===== src/rtl/access_req_arbiter.sv =====
// -----------------------------------------------------------------------------
// access_req_arbiter
//
// Upstream request stage for the access-gated data register. Up to NUM_REQ
// requesters each offer a {user ID, data} write. One request per cycle is
// granted round-robin and queued in an in-order FIFO of DEPTH entries. The
// head entry is presented as a registered ID/data pair with valid/ready.
// IDs are passed through untouched; the downstream register does the check.
//
// Ports:
//   clk         rising-edge clock
//   rst         asynchronous, active-high reset
//   req_valid   per-requester request valid              [NUM_REQ]
//   req_id      requester i ID at [i*ID_W +: ID_W]
//   req_data    requester i data at [i*DATA_W +: DATA_W]
//   req_ready   one-hot grant, or all zero               [NUM_REQ]
//   out_valid   FIFO non-empty
//   out_usr_id  ID of the head entry
//   out_data    data of the head entry
//   out_ready   downstream accepts the head entry
//   fifo_count  current occupancy                        [$clog2(DEPTH)+1]
// -----------------------------------------------------------------------------
module access_req_arbiter #(
  parameter int NUM_REQ = 4,
  parameter int ID_W    = 3,
  parameter int DATA_W  = 8,
  parameter int DEPTH   = 4
) (
  input  logic                        clk,
  input  logic                        rst,
  input  logic [NUM_REQ-1:0]          req_valid,
  input  logic [NUM_REQ*ID_W-1:0]     req_id,
  input  logic [NUM_REQ*DATA_W-1:0]   req_data,
  output logic [NUM_REQ-1:0]          req_ready,
  output logic                        out_valid,
  output logic [ID_W-1:0]             out_usr_id,
  output logic [DATA_W-1:0]           out_data,
  input  logic                        out_ready,
  output logic [$clog2(DEPTH):0]      fifo_count
);

  localparam int PTR_W = $clog2(DEPTH);
  localparam int CNT_W = PTR_W + 1;
  localparam int RR_W  = $clog2(NUM_REQ);
  localparam logic [CNT_W-1:0] FULL_CNT = CNT_W'(DEPTH);

  // (base + off) mod NUM_REQ; off is always below NUM_REQ here, so a single
  // conditional subtract suffices and NUM_REQ need not be a power of two.
  function automatic logic [RR_W-1:0] wrap_add(input logic [RR_W-1:0] base,
                                               input int off);
    int s;
    s = int'(base) + off;
    if (s >= NUM_REQ) s = s - NUM_REQ;
    return RR_W'(s);
  endfunction

  logic [RR_W-1:0]   rr;
  logic [PTR_W-1:0]  wr_ptr;
  logic [PTR_W-1:0]  rd_ptr;
  logic [ID_W-1:0]   mem_id   [DEPTH];
  logic [DATA_W-1:0] mem_data [DEPTH];

  logic [ID_W-1:0]   id_arr   [NUM_REQ];
  logic [DATA_W-1:0] data_arr [NUM_REQ];

  logic [RR_W-1:0]   cand;
  logic [RR_W-1:0]   grant_idx;
  logic              grant_vld;
  logic              push;
  logic              pop;

  // Unpack the flat request buses so the winner can be selected by index.
  always_comb begin
    for (int i = 0; i < NUM_REQ; i++) begin
      id_arr[i]   = req_id[i*ID_W +: ID_W];
      data_arr[i] = req_data[i*DATA_W +: DATA_W];
    end
  end

  // Round-robin scan starting at rr. A full FIFO grants nothing, even when
  // the head is popping this cycle. Grants are suppressed during reset since
  // the push would be discarded.
  always_comb begin
    // NOTE: every combinational output gets a default before any condition,
    // so no path leaves it unassigned and no latch is inferred.
    req_ready = '0;
    grant_idx = '0;
    grant_vld = 1'b0;
    cand      = '0;
    if (!rst && fifo_count < FULL_CNT) begin
      for (int k = 0; k < NUM_REQ; k++) begin
        cand = wrap_add(rr, k);
        if (!grant_vld && req_valid[cand]) begin
          grant_vld = 1'b1;
          grant_idx = cand;
        end
      end
    end
    if (grant_vld) req_ready[grant_idx] = 1'b1;
  end

  assign push = grant_vld;
  assign pop  = out_valid & out_ready;

  // Storage, pointers, round-robin pointer and occupancy.
  always_ff @(posedge clk or posedge rst) begin
    if (rst) begin
      rr         <= '0;
      wr_ptr     <= '0;
      rd_ptr     <= '0;
      fifo_count <= '0;
      // NOTE: the storage array is cleared on reset because the head entry
      // drives out_usr_id/out_data directly and must read as zero after reset.
      for (int i = 0; i < DEPTH; i++) begin
        mem_id[i]   <= '0;
        mem_data[i] <= '0;
      end
    end else begin
      // NOTE: sequential state uses non-blocking assignments so every
      // register samples pre-edge values regardless of statement order.
      if (push) begin
        mem_id[wr_ptr]   <= id_arr[grant_idx];
        mem_data[wr_ptr] <= data_arr[grant_idx];
        wr_ptr           <= wr_ptr + PTR_W'(1);
        rr               <= wrap_add(grant_idx, 1);
      end
      if (pop) rd_ptr <= rd_ptr + PTR_W'(1);
      case ({push, pop})
        2'b10:   fifo_count <= fifo_count + CNT_W'(1);
        2'b01:   fifo_count <= fifo_count - CNT_W'(1);
        default: fifo_count <= fifo_count;
      endcase
    end
  end

  // Outputs depend only on registered state.
  assign out_valid  = (fifo_count != '0);
  assign out_usr_id = mem_id[rd_ptr];
  assign out_data   = mem_data[rd_ptr];

endmodule


===== config.mk =====
export PLATFORM = sky130hd
export DESIGN_NAME = access_req_arbiter
export DESIGN_NICKNAME = d
export VERILOG_FILES = /design/src/rtl/access_req_arbiter.sv
export SDC_FILE = /design/constraint.sdc
export NUM_CORES = 1
export LEC_CHECK = 0
export CAP_MARGIN = 20
export CORE_MARGIN = 4
export CORE_UTILIZATION = 40
export DETAILED_ROUTE_END_ITERATION = 16
export GPL_ROUTABILITY_DRIVEN = 0
export GPL_TIMING_DRIVEN = 0
export PLACE_DENSITY = 0.76
export SYNTH_ARGS = -nofsm -noshare
export SYNTH_HDL_FRONTEND = slang
export SYNTH_SLANG_ARGS = --single-unit

===== constraint.sdc =====
create_clock -name clk -period 4.5 [get_ports clk]
set_input_delay 0.9 -clock clk [delete_from_list [all_inputs] [get_ports clk]]
set_output_delay 0.9 -clock clk [all_outputs]
set_load 0.05 [all_outputs]

==> summary by stage <==
Status
The run finished with clean final reports.

Setup path
The capture point of the worst reg-to-reg path is fifo_count[2]. In this run the critical register-to-register path is launched from fifo_count[2]. At the worst endpoint, the required time is roughly 3.6 ns.

Data on the critical path arrives at its endpoint at roughly 3.3 ns. The endpoint type of the worst setup path is a primary output. The worst-case register-to-register setup slack is 2.21 ns. The category of the worst setup path launch point is an input pin.

The category of the critical setup timing path is input pin to primary output. Of all nets on the critical path, the largest fanout is 10. The number of cells on the worst reg-to-reg path is 9.

Routing
The via total after detailed routing is 2,536. The DRC violation count after routing is 0. The total detailed-routing wirelength is ~8400 um. The first detailed-routing pass ran for 6 iterations. Once detail routing completed, the nets flagged for antenna violations numbered 0. Dividing the detail-routed wire length by the instance count gives between 15 and 20 um.

For this block, the initial DRC count from the detailed router was 208. Dividing the detail-routed via count by the number of cells gives 5.62.

Synthesis
The count of warnings emitted by yosys is 0. Synthesis produced a netlist whose cell count is ~270. The simple-gate share of the synthesized area is about an eighth.

Multiplexer cells account for 8.53% of the synthesized area. Synthesis produced a netlist with a net count of 335. Of the total synthesized cell area, the portion taken by XOR and XNOR cells is 1.74%.

In this run, synthesis produced a sequential element count of between 50 and 60. The post-synthesis share of cell area spent on full adders, half adders and majority gates is 4.39%. Synthesis instantiated 36 different standard cells from the library. Summing the areas of all compound-gate instances in the mapped netlist gives 23.8% of the synthesized area.

The async set or reset register ratio after synthesis is 100%. The sequential cell area fraction in the yosys report is 43.9%. Counting flops with a built-in enable in the synthesized netlist gives 0. The dominant combinational cell family by area after synthesis is compound AO/OA/AOI/OAI gates.

The most common flop cell mapped by yosys is dfrtp_1. After synthesis, the mean cell area works out to ~11 um2. The netlist area before placement is 3020 um2.

Global route
The number of global-route vias before repair is 2,572. Entering global routing, the biggest net connects 39 pins. The first-pass GRT wire length is 13,400 um. For this run the aggregate overflow at the end of global routing stands at 0. The number of antenna violations at the first check in global routing is 0. The global-route total usage across every layer is between 15 and 20%.

Placement
The placed instance area is approximately 3900 um2. The number of cells after detailed placement is 443. The detailed placement HPWL is 6150 um. The post-placement setup slack is -0.130 ns. The number of I/O port buffers is 69.

Layout
The number of fill cells is 664. At the end of the flow the core is filled with cells to 54.1%. The number of antenna cells inserted is 0. The total non-filler cell area in the finished layout is slightly below 4000 um2. The non-filler instance count after layout is 451. The signed area change from the synthesized netlist to the final layout is 30.6%. For this run, the post-layout net count is 412. The library cells used most frequently in the layout, excluding fill and tap cells, are 65 x clkdlybuf4s50_1, 53 x nand2_1, 53 x dfrtp_1. In the final layout, the share of cells above drive strength 1 is 15.6%. The most common cell after layout, fill and taps aside is clkdlybuf4s50_1.

Floorplan
In this run the core area contains 31 standard-cell rows. The full die area is 9010 um2. The die is 94.9 um tall. The effective utilization at floorplan is 41.4%. The die is 94.9 um wide. In this run the count of I/O pins placed on the die edge is 70. The placeable core region is between 7000 and 8000 um2.

Power and ir drop
Net switching is about 47% of the power. Overall power consumption after layout is estimated at 2.82 mW. The switching power of the nets is approximately 1.3 mW. Cell internal power was estimated by the tool at 1.49 mW. The cell leakage power is 1.66 nW. Combinational logic burns 60.4% of the power.

Of the total power, registers draw a little under 30%. The maximum VDD drop is 0.000289 V. The power density relative to cell area is 714 nW/um2. The clock network accounts for about 10% of the total power.

CTS
Gates resized during post-CTS repair numbered 4. In this run the deepest clock path goes through 2 buffers. TritonCTS built the clock tree. The later-pin clock latency in the skew report is 0.30 ns. The H-tree was split into 2 levels. For this design, the sink count on the clock tree is 53. The total of hold buffers inserted after clock tree synthesis is 0.

Once the clock tree was built, the setup fixing pass inserted 0 buffers. The master cell of the clock root buffer is clkbuf_8. The clock-pin transition on the worst setup and hold timing paths is 0.09 ns. The total clock buffers created by CTS is 5.

Min path
The worst hold path was traced through 2 stages. The path category of the worst min-delay check is flop to flop. The worst hold path begins at mem_data[7].

The worst hold endpoint is mem_data[7].

Timing
Setup repair after global routing left no endpoint under its margin. The setup skew after layout is 0.00540 ns. Hold timing on the final database bottoms out at a slack of between 0.4 and 0.5 ns. Setup violations remaining at the end of the flow were counted as 0. The highest clock frequency the design can meet is 237 MHz. The measured slew at the worst slew-check pin is between 0.7 and 0.8 ns. The count of endpoints failing hold in the final timing report is 0. In the finished design, the share of the clock period the worst path needs comes to 93.8%. The setup TNS is 0 ns. The max-slew violation total from the final report is 0. Headroom to the max-slew limit came out at 51.3%.

For the finished layout, the period the worst path requires is 4.22 ns. In the post-route analysis, the smallest setup slack over all paths is 0.281 ns.

Run
Max-cap violations in this run came to 0.
critical path, cell delays in order:
cell and delay (ns):
clkdlybuf4s50_1 0.52, nand2b_1 0.21, a21oi_1 0.18, o32a_1 0.22
buf_2 0.35, nand2_1 0.18, ha_1 0.21, and2_1 0.14
dlygate4sd2_1 0.42
cells in the mapped netlist (all sizes together) (3+ instances only):
cell,count,area (um2)
buf,10,60.1
o21ai,3,15.0
nand2b,3,18.8
a211oi,13,158
clkbuf,9,33.8
inv,13,48.8
mux4,11,248
a221oi,11,153
a21oi,3,15.0
nor2,3,11.3
ha,9,113
o31ai,44,330
dfrtp,53,1330
xnor2,3,26.3
xor2,3,26.3
and2,5,31.3
nor3b,11,82.6
nand2,53,199
cells by family (layout without fill, tap and decap cells):
kind of cell / after synthesis / count (layout)
buffers and inverters: 32 / 110
DFF: 53 / 53
and+or+nand+nor: 82 / 82
muxes: 12 / 12
AOI/OAI and AO/OA: 79 / 79
adders and majority gates: 10 / 10
xor gates and xnor gates: 6 / 6
power by group through the flow:
stage	clock (mW)	combinational (mW)	sequential (mW)
6_report	0.289	1.70	0.828
5_1_grt	0.311	1.82	0.857
4_1_cts	0.294	1.71	0.829
3_5_place_dp	0	1.71	0.839
3_3_place_gp	0	1.68	0.825
2_1_floorplan	0	1.19	0.847
registers in the layout, summed over array words and instances (netlist names):
name	cells
wr_ptr	2
rr	2
rd_ptr	2
fifo_count	3
mem_id	12
mem_data	32
worst max-delay path by stage:
stage                       from            to  cells after the start  slack (ns)
floorplan           req_valid[1]  req_ready[2]                      8        1.24
global placement    req_valid[1]  req_ready[2]                     10       -0.07
finish              req_valid[1]  req_ready[0]                      9        0.28
detailed placement  req_valid[1]  req_ready[3]                     10       -0.13
CTS                 req_valid[1]  req_ready[3]                     10        0.14
global route        req_valid[1]  req_ready[1]                      9        0.10
routing by layer:
metal / GRT usage [%] / wire length (um) / share of wire, % / vias up
met4: 6.01 / 146 / 1.7 / 0
met5: 0 / 0 / 0 / -
met1: 25.6 / 3330 / 40 / 1203
li1: - / - / - / 1173
met2: 32.8 / 4160 / 49 / 143
met3: 3.98 / 789 / 9.4 / 17
final cells by class:
| class | count | area (um2) | share of cell area, % |
|---|---|---|---|
| clock buffer | 7 | 96.3 | 2.44 |
| tap | 99 | 124 | 3.14 |
| multi-input combinational | 189 | 1550 | 39.4 |
| buffer | 19 | 93.8 | 2.38 |
| clock inverter | 1 | 5.00 | 0.127 |
| timing repair buffer | 70 | 698 | 17.7 |
| sequential | 53 | 1330 | 33.6 |
| inverter | 13 | 48.8 | 1.24 |
Note: power is estimated with default switching activity, not from simulation.
